[src/rtl/rgmii_receive_assembler.sv]
// rgmii_receive_assembler
//
// Receive-side byte assembler sitting between the RGMII DDR input cells and
// the packet parser. Builds bytes from rising/falling nibbles (1000 mode) or
// successive rising nibbles (10/100 mode), strips preamble and SFD, delays
// payload by one byte so the final byte can carry the end-of-frame flag, and
// decodes in-band link status during inter-frame gaps.
//
// Ports:
//   clock, reset_n                 receive clock, async active-low reset
//   enable                         frame acceptance, sampled at frame start
//   speed_code                     00=10M 01=100M 1x=1000M, latched at frame start
//   receive_data_rising/_falling   RXD nibbles from the DDR capture
//   receive_control_rising/_falling RX_CTL halves (RX_DV, RX_DV^RX_ER)
//   data_ready                     parser ready, sampled on the SFD byte only
//   data[8:0], data_enable         byte + last-byte flag, one-cycle strobe
//   frame_error                    with the last-byte strobe of a bad frame
//   frame_dropped                  frame discarded with no output
//   link_up, link_speed, link_full_duplex  in-band status
module rgmii_receive_assembler #(
    parameter int PREAMBLE_MAX_BYTES = 7,
    parameter int MAX_FRAME_BYTES    = 1522
) (
    input  logic       clock,
    input  logic       reset_n,
    input  logic       enable,
    input  logic [1:0] speed_code,
    input  logic [3:0] receive_data_rising,
    input  logic [3:0] receive_data_falling,
    input  logic       receive_control_rising,
    input  logic       receive_control_falling,
    input  logic       data_ready,
    output logic [8:0] data,
    output logic       data_enable,
    output logic       frame_error,
    output logic       frame_dropped,
    output logic       link_up,
    output logic [1:0] link_speed,
    output logic       link_full_duplex
);

    localparam int PW = $clog2(PREAMBLE_MAX_BYTES + 2);
    localparam int CW = $clog2(MAX_FRAME_BYTES + 1);

    typedef enum logic [1:0] {IDLE, PREAMBLE, PAYLOAD, DROP} state_t;

    state_t          state, state_next;
    logic            gig, gig_next;
    logic            phase, phase_next;
    logic [3:0]      nib_low;
    logic [PW-1:0]   pre_cnt, pre_cnt_next, pre_base;
    logic [7:0]      hold, hold_next;
    logic            hold_vld, hold_vld_next;
    logic [CW-1:0]   byte_cnt, byte_cnt_next;
    logic            err, err_next;
    logic            armed;
    logic [8:0]      data_next;
    logic            en_next, ferr_next, drop_next;

    logic            rx_dv, rx_er, start, cur_gig, cur_phase, byte_valid, status_cap;
    logic [7:0]      cur_byte;

    assign rx_dv = receive_control_rising;
    assign rx_er = receive_control_rising ^ receive_control_falling;

    // A frame only starts after an rx_dv=0 has been seen since reset, so a
    // reset release in the middle of a frame never picks up its tail.
    assign start = (state == IDLE) && rx_dv && enable && armed;

    // The first rx_dv cycle already carries data, so on that cycle the mode
    // comes straight from speed_code and the nibble phase is forced to 0.
    assign cur_gig    = (state == IDLE) ? speed_code[1] : gig;
    assign cur_phase  = (state == IDLE) ? 1'b0 : phase;
    assign byte_valid = rx_dv && (cur_gig || cur_phase);
    assign cur_byte   = cur_gig ? {receive_data_falling, receive_data_rising}
                                : {receive_data_rising, nib_low};
    assign pre_base   = start ? '0 : pre_cnt;

    assign status_cap = ((state == IDLE) || (state == DROP)) && !rx_dv &&
                        !receive_control_falling &&
                        (receive_data_rising == receive_data_falling);

    always_comb begin
        state_next    = state;
        gig_next      = gig;
        phase_next    = (rx_dv && !cur_gig) ? ~cur_phase : cur_phase;
        pre_cnt_next  = pre_cnt;
        hold_next     = hold;
        hold_vld_next = hold_vld;
        byte_cnt_next = byte_cnt;
        err_next      = err;
        data_next     = data;
        en_next       = 1'b0;
        ferr_next     = 1'b0;
        drop_next     = 1'b0;

        case (state)
            IDLE: begin
                if (rx_dv) begin
                    state_next = start ? PREAMBLE : DROP;
                end
                if (start) begin
                    gig_next      = speed_code[1];
                    err_next      = rx_er;
                    pre_cnt_next  = '0;
                    hold_vld_next = 1'b0;
                    byte_cnt_next = '0;
                end
            end
            PREAMBLE: begin
                if (!rx_dv) begin
                    state_next = IDLE;
                    drop_next  = 1'b1;
                end else if (rx_er) begin
                    err_next = 1'b1;
                end
            end
            PAYLOAD: begin
                if (!rx_dv) begin
                    state_next = IDLE;
                    if (hold_vld) begin
                        data_next = {1'b1, hold};
                        en_next   = 1'b1;
                        // phase=1 here means an unpaired nibble was left over
                        ferr_next = err | phase;
                    end else begin
                        drop_next = 1'b1;
                    end
                end else begin
                    if (rx_er) begin
                        err_next = 1'b1;
                    end
                    if (byte_valid) begin
                        if (byte_cnt == CW'(MAX_FRAME_BYTES)) begin
                            // Oversize: close the frame on the held byte.
                            data_next  = {1'b1, hold};
                            en_next    = 1'b1;
                            ferr_next  = 1'b1;
                            state_next = DROP;
                        end else begin
                            if (hold_vld) begin
                                data_next = {1'b0, hold};
                                en_next   = 1'b1;
                            end
                            hold_next     = cur_byte;
                            hold_vld_next = 1'b1;
                            byte_cnt_next = byte_cnt + CW'(1);
                        end
                    end
                end
            end
            DROP: begin
                if (!rx_dv) begin
                    state_next = IDLE;
                end
            end
            default: state_next = IDLE;
        endcase

        // Preamble/SFD classification, shared by the start cycle and PREAMBLE.
        if (((state == PREAMBLE) || start) && byte_valid) begin
            if (cur_byte == 8'h55) begin
                if (pre_base == PW'(PREAMBLE_MAX_BYTES)) begin
                    state_next = DROP;
                    drop_next  = 1'b1;
                end else begin
                    pre_cnt_next = pre_base + PW'(1);
                end
            end else if ((cur_byte == 8'hD5) && data_ready) begin
                state_next = PAYLOAD;
            end else begin
                state_next = DROP;
                drop_next  = 1'b1;
            end
        end
    end

    always_ff @(posedge clock or negedge reset_n) begin
        if (!reset_n) begin
            state            <= IDLE;
            gig              <= 1'b0;
            phase            <= 1'b0;
            nib_low          <= '0;
            pre_cnt          <= '0;
            hold             <= '0;
            hold_vld         <= 1'b0;
            byte_cnt         <= '0;
            err              <= 1'b0;
            armed            <= 1'b0;
            data             <= '0;
            data_enable      <= 1'b0;
            frame_error      <= 1'b0;
            frame_dropped    <= 1'b0;
            link_up          <= 1'b0;
            link_speed       <= '0;
            link_full_duplex <= 1'b0;
        end else begin
            state         <= state_next;
            gig           <= gig_next;
            phase         <= phase_next;
            pre_cnt       <= pre_cnt_next;
            hold          <= hold_next;
            hold_vld      <= hold_vld_next;
            byte_cnt      <= byte_cnt_next;
            err           <= err_next;
            data          <= data_next;
            data_enable   <= en_next;
            frame_error   <= ferr_next;
            frame_dropped <= drop_next;
            if (rx_dv && !cur_gig && !cur_phase) begin
                nib_low <= receive_data_rising;
            end
            if (!rx_dv) begin
                armed <= 1'b1;
            end
            if (status_cap) begin
                link_up          <= receive_data_rising[0];
                link_speed       <= receive_data_rising[2:1];
                link_full_duplex <= receive_data_rising[3];
            end
        end
    end

endmodule

[config.mk]
export PLATFORM = sky130hd
export DESIGN_NAME = rgmii_receive_assembler
export DESIGN_NICKNAME = d
export VERILOG_FILES = /design/src/rtl/rgmii_receive_assembler.sv
export SDC_FILE = /design/constraint.sdc
export NUM_CORES = 1
export LEC_CHECK = 0
export ABC_CLOCK_PERIOD_IN_PS = 2040
export CORE_MARGIN = 4
export CORE_UTILIZATION = 50
export DETAILED_ROUTE_END_ITERATION = 7
export PLACE_DENSITY = 0.82
export SYNTH_ARGS = -nofsm -noshare
export SYNTH_HDL_FRONTEND = slang
export SYNTH_SLANG_ARGS = --single-unit
[constraint.sdc]
create_clock -name clock -period 2.04 [get_ports clock]
set_input_delay 0.204 -clock clock [delete_from_list [all_inputs] [get_ports clock]]
set_output_delay 0.204 -clock clock [all_outputs]
set_load 0.01 [all_outputs]
# == After elaboration in Yosys (flattened, before gate mapping) ==
# Cells that the tools add are included.
# word_totals
register_bits,50
input_bits,16
output_inout_bits,16
elab_cells,125
# op_classes
n_addsub,2
eq_ne,16
muxes,57
bitwise_logic,4
reduce_logical,29
# ops
cell,n
2-to-1 mux 9 bit,5
2-to-1 mux 11 bit,4
2-to-1 mux 1 bit,28
one-hot mux 11 bit (2 select lines),1
2-to-1 mux 4 bit,5
2-to-1 mux 2 bit,9
AND reduction 4 bit,3
"adder 11 x 1 -> 11 bit, second input constant",1
"== test 11 bit, second input constant",1
logical AND 1 bit,11
"== test 8 x 7 -> 1 bit, second input constant",1
"== test 8 bit, second input constant",1
2-to-1 mux 8 bit,1
"!= test 2 bit, second input constant",4
"!= test 2 x 1 -> 1 bit, second input constant",3
one-hot mux 1 bit (2 select lines),3
one-hot mux 2 bit (3 select lines),1
nonzero test 2 bit,3
AND reduction 5 bit,1
"adder 4 x 1 -> 4 bit, second input constant",1
"== test 2 bit, second input constant",2
"== test 4 x 3 -> 1 bit, second input constant",1
== test 4 bit,1
logical NOT 1 bit,4
9 further kinds,13

# == Depth between registers and ports, before layout ==
# logic_depth
ltp_word,10
mapped_depth,11
mapped_depth_nobuf,9

# == Worst setup path after synthesis ==
# Ideal clock, no wire load.
# synth_path
kind,register to register
start,register state[0]
end,register pre_cnt[1]
setup_time_ns,0.128
t_arrival_ns,2.087
t_required_ns,1.912
setup_slack_ns,-0.174
path_stages_with_launch,12
path_buffers,2
period_less_slack_ns,2.214
path_cell_list,dfrtp_1 > inv_1 > ha_1 > buf_6 > nand4_1 > clkbuf_1 > and2_1 > ha_1 > nand3b_1 > a21oi_1 > nor3_2 > mux2_1
# synth_via
elab_chain_cells,9
elab_cells_between_ends,20
cone_classes,add/sub (1); eq/ne (3); mux (8); reduce/logical (8)
# synth_lines
item,line,source
from (decl),47,"state_t state, state_next;"
from (signal assigned),198,state <= state_next;
logical NOT 2 bit,-,
logical AND 1 bit (3 in a row),68,assign start = (state == IDLE) && rx_dv && enable && armed;
2-to-1 mux 4 bit,"77, 102",
adder 4 x 1 -> 4 bit (tied with other cells),167,pre_cnt_next = pre_base + PW'(1);
2-to-1 mux 4 bit,163,if (pre_base == PW'(PREAMBLE_MAX_BYTES)) begin
2-to-1 mux 4 bit,162,if (cur_byte == 8'h55) begin
2-to-1 mux 4 bit *,161,if (((state == PREAMBLE) || start) && byte_valid) begin
via pre_cnt_next[1],51,"logic [PW-1:0] pre_cnt, pre_cnt_next, pre_base;"
to (signal assigned),201,pre_cnt <= pre_cnt_next;
to (decl),51,
# The timed path passes the listed nets; every way through them passes the cells marked *.
# A chain may end at the register's enable or synchronous reset.

# == Worst setup path in the final report ==
# Same ends and word-level chain as after synthesis.

==> out/qor.txt <==
RSZ-0062 raised after global routing: true
DRC: 0
root buffer cell: clkbuf_8
CTS Sinks: 50
CTS tree: yes
Worst IR Drop VDD: 0.663 mV
crit-path max cell delay: 0.41 ns
fraction of layout cells with a size suffix above 1: 23.8%
status: complete, but fails checks
clock skew: 0.00426 ns
WHS: -0.00512 ns
Clk Latency, worst-skew pair: 0.31 ns
Worst-Margin Slew: 0.625 ns
Pwr Density: 1150 nW/um2
synthesized instance count: 263
# rows: 26
RePlAce Congestion: 0.836
Crit path buffers/inverters: 1
count of state elements after synthesis: 50
Synthesis Warnings: 0
clock transition at the registers of the reported paths: 0.10 ns
minimum clock period after layout: 2.04 ns
crit-path cells: inv_2 > ha_4 > mux2i_1 > and4b_2 > a32oi_2 > nor3_2 > mux2_1
CP max stage cell: dfrtp_1
FMAX: 491 MHz
vias in the first global route: 2223
worst hold path class: in2async
critical path data required time: 2.24 ns
Synth area leader: dfrtp_1
CP max FO: 6
top-area cell type share of the netlist area: 45.5%
Die Span X: 82.2 um
ys async rst share: 100%
total of max-cap violations: 0
initial drt markers: 100
Post-synth EDFFs: 0
drt wl/cell: 15.3 um
distinct cell type count after synthesis: 52
largest family of logic cells by synthesized area: simple AND/OR/NAND/NOR gates
Synth Area in Adders: 3.64%
Crit Path Category: reg2reg
Worst EP arrival: 2.23 ns
detailed-route vias per instance: 5.54
Top FF cell, synth: dfrtp_1
slew margin rel.: 58.4%
failing checks: hold timing
gr ovfl total: 0
placed cells: 385
LEAKAGE: 1.60 nW
H-tree level count: 2
routed wire length: 6110 um
gr usage total: 20.0%
multiplexer share of the synthesized area: 12.1%
Slew Viols, Final: 0
number of port buffers: 30
DPL Wire Length: 4610 um
final non-filler cell total: 398
top post-synthesis cells by count: dfrtp_1, nand2_1, o21ai_0
vias: 2203
post-synthesis sequential area ratio: 45.5%
die area: 6750 um2
Synth area leaders: dfrtp_1, mux2i_1, nand2_1, mux2_1, ha_1
largest net degree at the start of global routing: 51
core footprint: 5200 um2
first-pass GRT wire length: 10300 um
syn_nets: 287
period utilization: 99.9%
crit path launch type: register
NumNets Final: 351
Final Hold Viols: 5
Ant. Diodes: 0
Syn Std Cell Area: 2750 um2
first drt pass iteration count: 5
Final ANT Viol Nets: 0
initial antenna violation count: 0
Mean Syn Cell Area: 10.5 um2
Post-Synth XOR/XNOR Area: 1.91%
delay-heaviest family, CP: multiplexers
Initial Utilization: 52.8%
Area growth, synth to finish: 28.5%
CTS buffer count: 5
Synth Area in Simple Gates: 22.2%
Die Y: 82.2 um
Top Ports: 32
crit end category: register
Pwr Total: 0.00405 W
complex-gate fraction of the synthesized area: 11.1%
final setup fails: 0
most frequent cell after synthesis: dfrtp_1
CTS Buffer Depth: 2
[flip-flops by register name (all words and copies together) (netlist names), 2 cells and up]
signal / count
data: 9
state: 2
hold: 8
nib_low: 4
byte_cnt: 11
link_speed: 2
pre_cnt: 4
[metal layers]
| metal | GRT usage [%] | share of wire, % |
|---|---|---|
| met3 | 4.23 | 3.7 |
| met5 | 0 | 0 |
| met2 | 35.3 | 51 |
| met1 | 24.4 | 44 |
| met4 | 6.64 | 1.8 |
[cell type report]
type	count	area, um2
sequential	50	1250
fill	411	1670
clock buffer	5	68.8
tap	70	87.6
multi-input combinational	192	1470
timing repair buffer	66	569
inverter	12	45.0
clock inverter	3	47.5
[cells by family after synthesis]
kind of cell | Yosys count
fa+ha+maj | 8
simple gates | 100
xor+xnor | 6
mux | 31
buf+inv | 21
flops | 50
compound gates | 47
[worst paths after layout]
path,endpoint,slack [ns],from,cells after the start
worst min register to register,hold[5],0.48,hold[5],2
worst max-delay path,pre_cnt[1],0.002,state[0],7
worst min-delay path,data_enable,-0.005,reset_n,2
max in group asynchronous,phase,1.63,reset_n,2
worst max register to register,pre_cnt[1],0.002,state[0],7
min in group clock,hold[5],0.48,hold[5],2
[cells in the final DEF (no fill, tap or decap), drive strengths merged, types with 2 or more instances in the layout]
| cell type | netlist | layout |
|---|---|---|
| a32oi | 2 | 2 |
| nand3b | 4 | 4 |
| and2 | 5 | 5 |
| nand3 | 8 | 8 |
| nand4 | 6 | 6 |
| inv | 12 | 13 |
| o211ai | 3 | 3 |
| nand2b | 2 | 2 |
| and4 | 4 | 4 |
| a31oi | 4 | 4 |
| nor4 | 3 | 3 |
| nand2 | 32 | 32 |
| o31ai | 2 | 2 |
| buf | 5 | 37 |
| a21oi | 12 | 12 |
| ha | 8 | 8 |
| or3 | 4 | 4 |
| mux2 | 17 | 17 |
| nor2b | 4 | 4 |
| clkbuf | 4 | 5 |
| nor3 | 9 | 9 |
| xor2 | 6 | 6 |
| mux2i | 14 | 14 |
| o21ai | 21 | 21 |
| nand4b | 2 | 2 |
| clkdlybuf4s50 | 0 | 29 |
| nor2 | 8 | 8 |
| dfrtp | 50 | 50 |
[per-stage QoR]
| step | TNS [ns] | instance area (um2) | hold slack, ns | worst slack [ns] | utilization (%) |
|---|---|---|---|---|---|
| after CTS | -0.00518 | 3500 | 0.0142 | -0.00247 | 67.3 |
| final | 0 | 3530 | -0.00512 | 0.00233 | 67.9 |
| after detailed placement | -0.652 | 3350 | 0.351 | -0.146 | 64.3 |
| after global routing | -0.343 | 3530 | 0.0382 | -0.0981 | 67.9 |
| after floorplan | -0.0660 | 2790 | -0.0916 | -0.0660 | - |
| after global placement | -0.349 | 3350 | 0.348 | -0.0870 | 64.3 |
[repair_timing]
action / CTS / global route
endpoints found under the setup margin: 5 / 11
resized for setup: 2 / 8
hold buffers: 0 / 0
setup buffers: 4 / 1
cloned: 0 / 0
pin swaps: 2 / 4
[report_power, final]
group	internal (W)	switching (W)
combinational	0.000934	0.000867
clock	0.000372	0.000352
sequential	0.00130	0.000221
[worst reg2reg max path: stages, from the launching register on]
cell and delay [ns]:
dfrtp_1 0.41, inv_2 0.09, ha_4 0.17, mux2i_1 0.28, and4b_2 0.31, a32oi_2 0.08, nor3_2 0.25, mux2_1 0.35
Note: power is estimated with default switching activity, not from simulation.
==> patch 1: new RTL, config.mk and constraints unchanged <==
Take the reset off `data` and load it in a clocked block of its own.
--- a/src/rtl/rgmii_receive_assembler.sv
+++ b/src/rtl/rgmii_receive_assembler.sv
@@ -188,5 +188,4 @@
             err              <= 1'b0;
             armed            <= 1'b0;
-            data             <= '0;
             data_enable      <= 1'b0;
             frame_error      <= 1'b0;
@@ -204,5 +203,4 @@
             byte_cnt      <= byte_cnt_next;
             err           <= err_next;
-            data          <= data_next;
             data_enable   <= en_next;
             frame_error   <= ferr_next;
@@ -222,4 +220,8 @@
     end
 
+    always_ff @(posedge clock) begin
+        data <= data_next;
+    end
+
 endmodule
 
Formal check against the unedited RTL: not equivalent (a bounded check fails within 10 cycles, from zero or initial values and one cycle with reset_n low; the reset may be asserted at any time).
==> patch 1 against the original RTL <==
- the run ends with negative setup slack left
- sequential share of layout area increased by 0.84 points
- die area decreased by 3.4%
- design area increased by 1.2%
- cell count decreased by 2.3%
- via count decreased by 2.2%
- area after synthesis decreased by 3.8%
- setup slack got worse by 0.082 ns
- clock skew increased by 0.0036 ns
- routed wire length increased by 3.1%
- sequential cell count unchanged
- worst hold slack improved by 0.41 ns
- power increased by 3.5%
==> patch 1: results (changes against the original RTL) <==
* Status: finished with violations (unchanged)
- Fraction of layout instances using a drive strength above 1: 29.8% (was 23.8%)
- The total number of vias came to 2154 (was 2203).
* Global-route wire length before repair: 9.80 mm (was 10.3 mm)
- The combinational share of power came to 49.4% (was 44.5%).
* Maximum number of pins on one net before global-route repair: 42 (was 51)
* Max-Slew Margin vs Limit: 67.0% (was 58.4%)
- Final weighted congestion in routability-driven placement: 0.842 (was 0.836)
- The total placed instance area is 0.00323 mm2 (was 0.00335 mm2).
- The switching part of the total is 36.7% (was 35.6%).
- Worst-path fanout max: 5 (was 6)
* Fill cell count: 338 (was 411)
- Number of iterations in the first detailed-routing pass: 4 (was 5)
* Number of flops mapped to enable cells by yosys: 9 (was 0)
- The peak supply drop was 0.000710 V (was 0.000663 V).
* Detailed router's first-iteration violation count: 148 (was 100)
* Worst path setup slack after routing: -0.0793 ns (was 0.00233 ns)
- The number of nets produced by synthesis is 268 (was 287).
- Violated checks: negative setup slack (was negative hold slack)
- Final setup viols: 8 (was 0)
- Nets: 342 (was 351)
- Number of unique standard cell types used by synthesis: 50 (was 52)
* Critical path arrival: 2.31 ns (was 2.23 ns)
* Most area-consuming cells after synthesis: sky130_fd_sc_hd__dfrtp_1 39%, sky130_fd_sc_hd__edfxtp_1 10%, sky130_fd_sc_hd__nand2_1 4.5% (was sky130_fd_sc_hd__dfrtp_1 45%, sky130_fd_sc_hd__mux2i_1 5.1%, sky130_fd_sc_hd__nand2_1 4.4%)
- The sequential element share of the synthesized area is 49.0% (was 45.5%).
==> patch 1: cell count changes in the layout (fill, tap and decap cells not counted), sizes merged, moves of 4 or more <==
cell,before,now
a31oi,4,0
buf,37,47
dfrtp,50,41
edfxtp,0,9
inv,13,8
mux2,17,11
nand2b,2,6
nor3,9,4
==> patch 1: metrics by stage <==
stage | power [W] | instances | TNS, ns | worst slack, ns
floorplan | 0.00260 | 244 | -0.378 | -0.157
global placement | 0.00316 | 365 | -1.34 | -0.134
detailed placement | 0.00323 | 365 | -2.47 | -0.174
CTS | 0.00394 | 376 | -0.0613 | -0.0460
global route | 0.00446 | 389 | -1.95 | -0.227
finish | 0.00419 | 389 | -0.388 | -0.0793
==> patch 1: layout make-up <==
| class | instances | area [um2] | area share (%) |
|---|---|---|---|
| sequential | 50 | 1300 | 36.2 |
| timing repair buffer | 77 | 678 | 19.0 |
| multi-input combinational | 177 | 1400 | 39.0 |
| tap | 70 | 87.6 | 2.45 |
| inverter | 7 | 26.3 | 0.735 |
| clock buffer | 5 | 68.8 | 1.92 |
| clock inverter | 3 | 25.0 | 0.700 |
==> patch 1: cell families after synthesis <==
group / after synthesis / share of synthesized area [%]
adder cells (fa/ha/maj): 8 / 3.78
flip-flops: 50 / 49.0
AO/OA/AOI/OAI: 47 / 11.6
buffers and inverters: 17 / 3.74
multiplexers: 22 / 8.98
AND/OR/NAND/NOR: 94 / 20.9
XOR/XNOR: 6 / 1.99
==> patch 1: what timing repair did <==
item	4_1_cts	5_1_grt
gates resized for setup	10	18
pin swaps	1	7
gates cloned	0	0
endpoints found under the setup margin	23	21
hold buffers	1	0
hold endpoints to repair	41	0
buffers inserted	2	13
==> patch 1: metal layers <==
layer	part of all wire, %	wire length (um)	vias to the layer above	GRT usage (%)
met4	3.1	197	0	7.77
met3	4.2	264	19	2.99
met1	42	2620	1030	25.1
li1	-	-	1037	-
met2	51	3210	68	32.9
met5	0	0	-	0
==> patch 1: worst paths after layout <==
path                          start         end  slack (ns)  cells past startpoint
setup / recovery           state[1]  pre_cnt[1]       -0.08                      8
hold / removal              reset_n     link_up        0.40                      3
setup reg to reg           state[1]  pre_cnt[1]       -0.08                      8
hold reg to reg             hold[2]     data[2]        0.46                      0
max in group asynchronous   reset_n    state[0]        1.44                      3
min in group clock          hold[2]     data[2]        0.46                      0
==> patch 1: worst max-delay path, cell delays in order (launching register included) <==
cell,delay (ns)
sky130_fd_sc_hd__dfrtp_1,0.41
sky130_fd_sc_hd__inv_2,0.09
sky130_fd_sc_hd__ha_4,0.18
sky130_fd_sc_hd__nand4_1,0.20
sky130_fd_sc_hd__and2_4,0.25
sky130_fd_sc_hd__ha_4,0.15
sky130_fd_sc_hd__and4b_2,0.23
sky130_fd_sc_hd__nor4_4,0.18
sky130_fd_sc_hd__mux2_4,0.33
==> patch 2: new RTL, same settings <==
Made on the original files. `PREAMBLE_MAX_BYTES`: 7 -> 6.
--- a/src/rtl/rgmii_receive_assembler.sv
+++ b/src/rtl/rgmii_receive_assembler.sv
@@ -19,5 +19,5 @@
 //   link_up, link_speed, link_full_duplex  in-band status
 module rgmii_receive_assembler #(
-    parameter int PREAMBLE_MAX_BYTES = 7,
+    parameter int PREAMBLE_MAX_BYTES = 6,
     parameter int MAX_FRAME_BYTES    = 1522
 ) (
Function: changed (a bounded check fails within 10 cycles, from zero or initial values and one cycle with reset_n low).
==> patch 2 against the original RTL <==
- first-iteration DRC count rose by 11%
- critical path type unchanged
- routed wire length shrank 8.3%
- power is 1.9% higher
- design area decreased by 5.8%
- setup slack gained 0.088 ns
- area after synthesis down 6.7%
- sequential cell count decreased by 1
- non-clock buffer count rose by 1
- largest power group unchanged
==> patch 2: results (changes against the original RTL) <==
* Status: completed (was finished with violations)
* Site row count: 25 (was 26)
* Per-cell via count in the routed design: 5.36 (was 5.54)
* Number of unique standard cell types used by synthesis: 43 (was 52)
* Net count after synthesis: 268 (was 287)
- Internal power: 0.00266 W (was 0.00261 W)
* HPWL after DPL: 4.26 mm (was 4.61 mm)
- Total leakage power: 1.53 nW (was 1.60 nW)
- The number of global-route vias before repair is 2148 (was 2223).
- GRT met1 Usage: 25.1% (was 24.4%)
- The mean instance size in the synthesized netlist was 10.6 um2 (was 10.5 um2).
- The sequential power share is 36.8% (was 37.7%).
* Share of the synthesized netlist area taken by xor and xnor gates: 2.05% (was 1.91%)
- The power dissipated in combinational cells came to 0.00198 W (was 0.00180 W).
- The global placement routability congestion is 0.907 (was 0.836).
* Routing usage on met2: 34.8% (was 35.3%)
- The total power came to 0.00413 W (was 0.00405 W).
* Post-Synth Adder-Cell Area: 4.39% (was 3.64%)
- Maximum frequency from static timing analysis: 0.513 GHz (was 0.491 GHz)
- Global-route wire length before repair: 9.98 mm (was 10.3 mm)
- Total routed wirelength: 5.60 mm (was 6.11 mm)
- The total placed instance area is 0.00317 mm2 (was 0.00335 mm2).
* Actual transition at the worst max-transition pin: 0.486 ns (was 0.625 ns)
* Area of all sequential standard cells: 0.00123 mm2 (was 0.00125 mm2)
- The pin count of the biggest net entering global routing came to 22 (was 51).
- The slack of the worst reg-to-reg path came to 0.09 ns (was 0.002 ns).
- The final layout net count is 334 (was 351).
- Met3 routing resource usage after global routing: 3.72% (was 4.23%)
- Finished Layout Cells: 377 (was 398)
* Crit-path slowest cell: sky130_fd_sc_hd__or3_4 (was sky130_fd_sc_hd__dfrtp_1)
- Met1 Routed Length: 2.45 mm (was 2.68 mm)
- Share of synthesized area occupied by flip-flops and latches: 47.8% (was 45.5%)
- Placed cell count: 365 (was 385)
- Met2 layer wire length in the routed design: 2.88 mm (was 3.09 mm)
- Worst slack after detailed placement: -0.0851 ns (was -0.146 ns)
* Worst clock skew: 0.00998 ns (was 0.00426 ns)
- The total length of routed met3 wires was 175 um (was 228 um).
- Fill cell count: 356 (was 411)
* Total global routing track utilization: 20.1% (was 20.0%)
- Most area-consuming cells after synthesis: sky130_fd_sc_hd__dfrtp_1 48%, sky130_fd_sc_hd__mux2_2 7.9%, sky130_fd_sc_hd__ha_1 4.4% (was sky130_fd_sc_hd__dfrtp_1 45%, sky130_fd_sc_hd__mux2i_1 5.1%, sky130_fd_sc_hd__nand2_1 4.4%).
- Number of iterations in the first detailed-routing pass: 4 (was 5)
==> patch 2: changes by cell type in the layout (fill, tap and decap cells not counted), moves of 4 or more <==
| cell | change |
|---|---|
| sky130_fd_sc_hd__nor2_1 | +7 |
| sky130_fd_sc_hd__mux2_2 | +14 |
| sky130_fd_sc_hd__mux2_1 | -9 |
| sky130_fd_sc_hd__nand2_1 | -16 |
| sky130_fd_sc_hd__and3_1 | +4 |
| sky130_fd_sc_hd__o21ai_1 | -5 |
| sky130_fd_sc_hd__mux2_4 | -4 |
| sky130_fd_sc_hd__a21o_1 | +5 |
==> patch 2: what timing repair did <==
item,4_1_cts,5_1_grt
setup buffers,2,1
pin swaps,2,6
endpoints found under the setup margin,9,20
resized for setup,3,5
hold buffers,1,0
endpoints found under the hold margin,19,0
==> patch 2: area by class of cell <==
class	instances	area share, %
Clock buffer	5	2.07
Clock inverter	3	0.865
Inverter	12	1.35
Multi-Input combinational cell	174	39.1
Sequential cell	49	36.8
Tap cell	67	2.52
Timing Repair Buffer	67	17.3
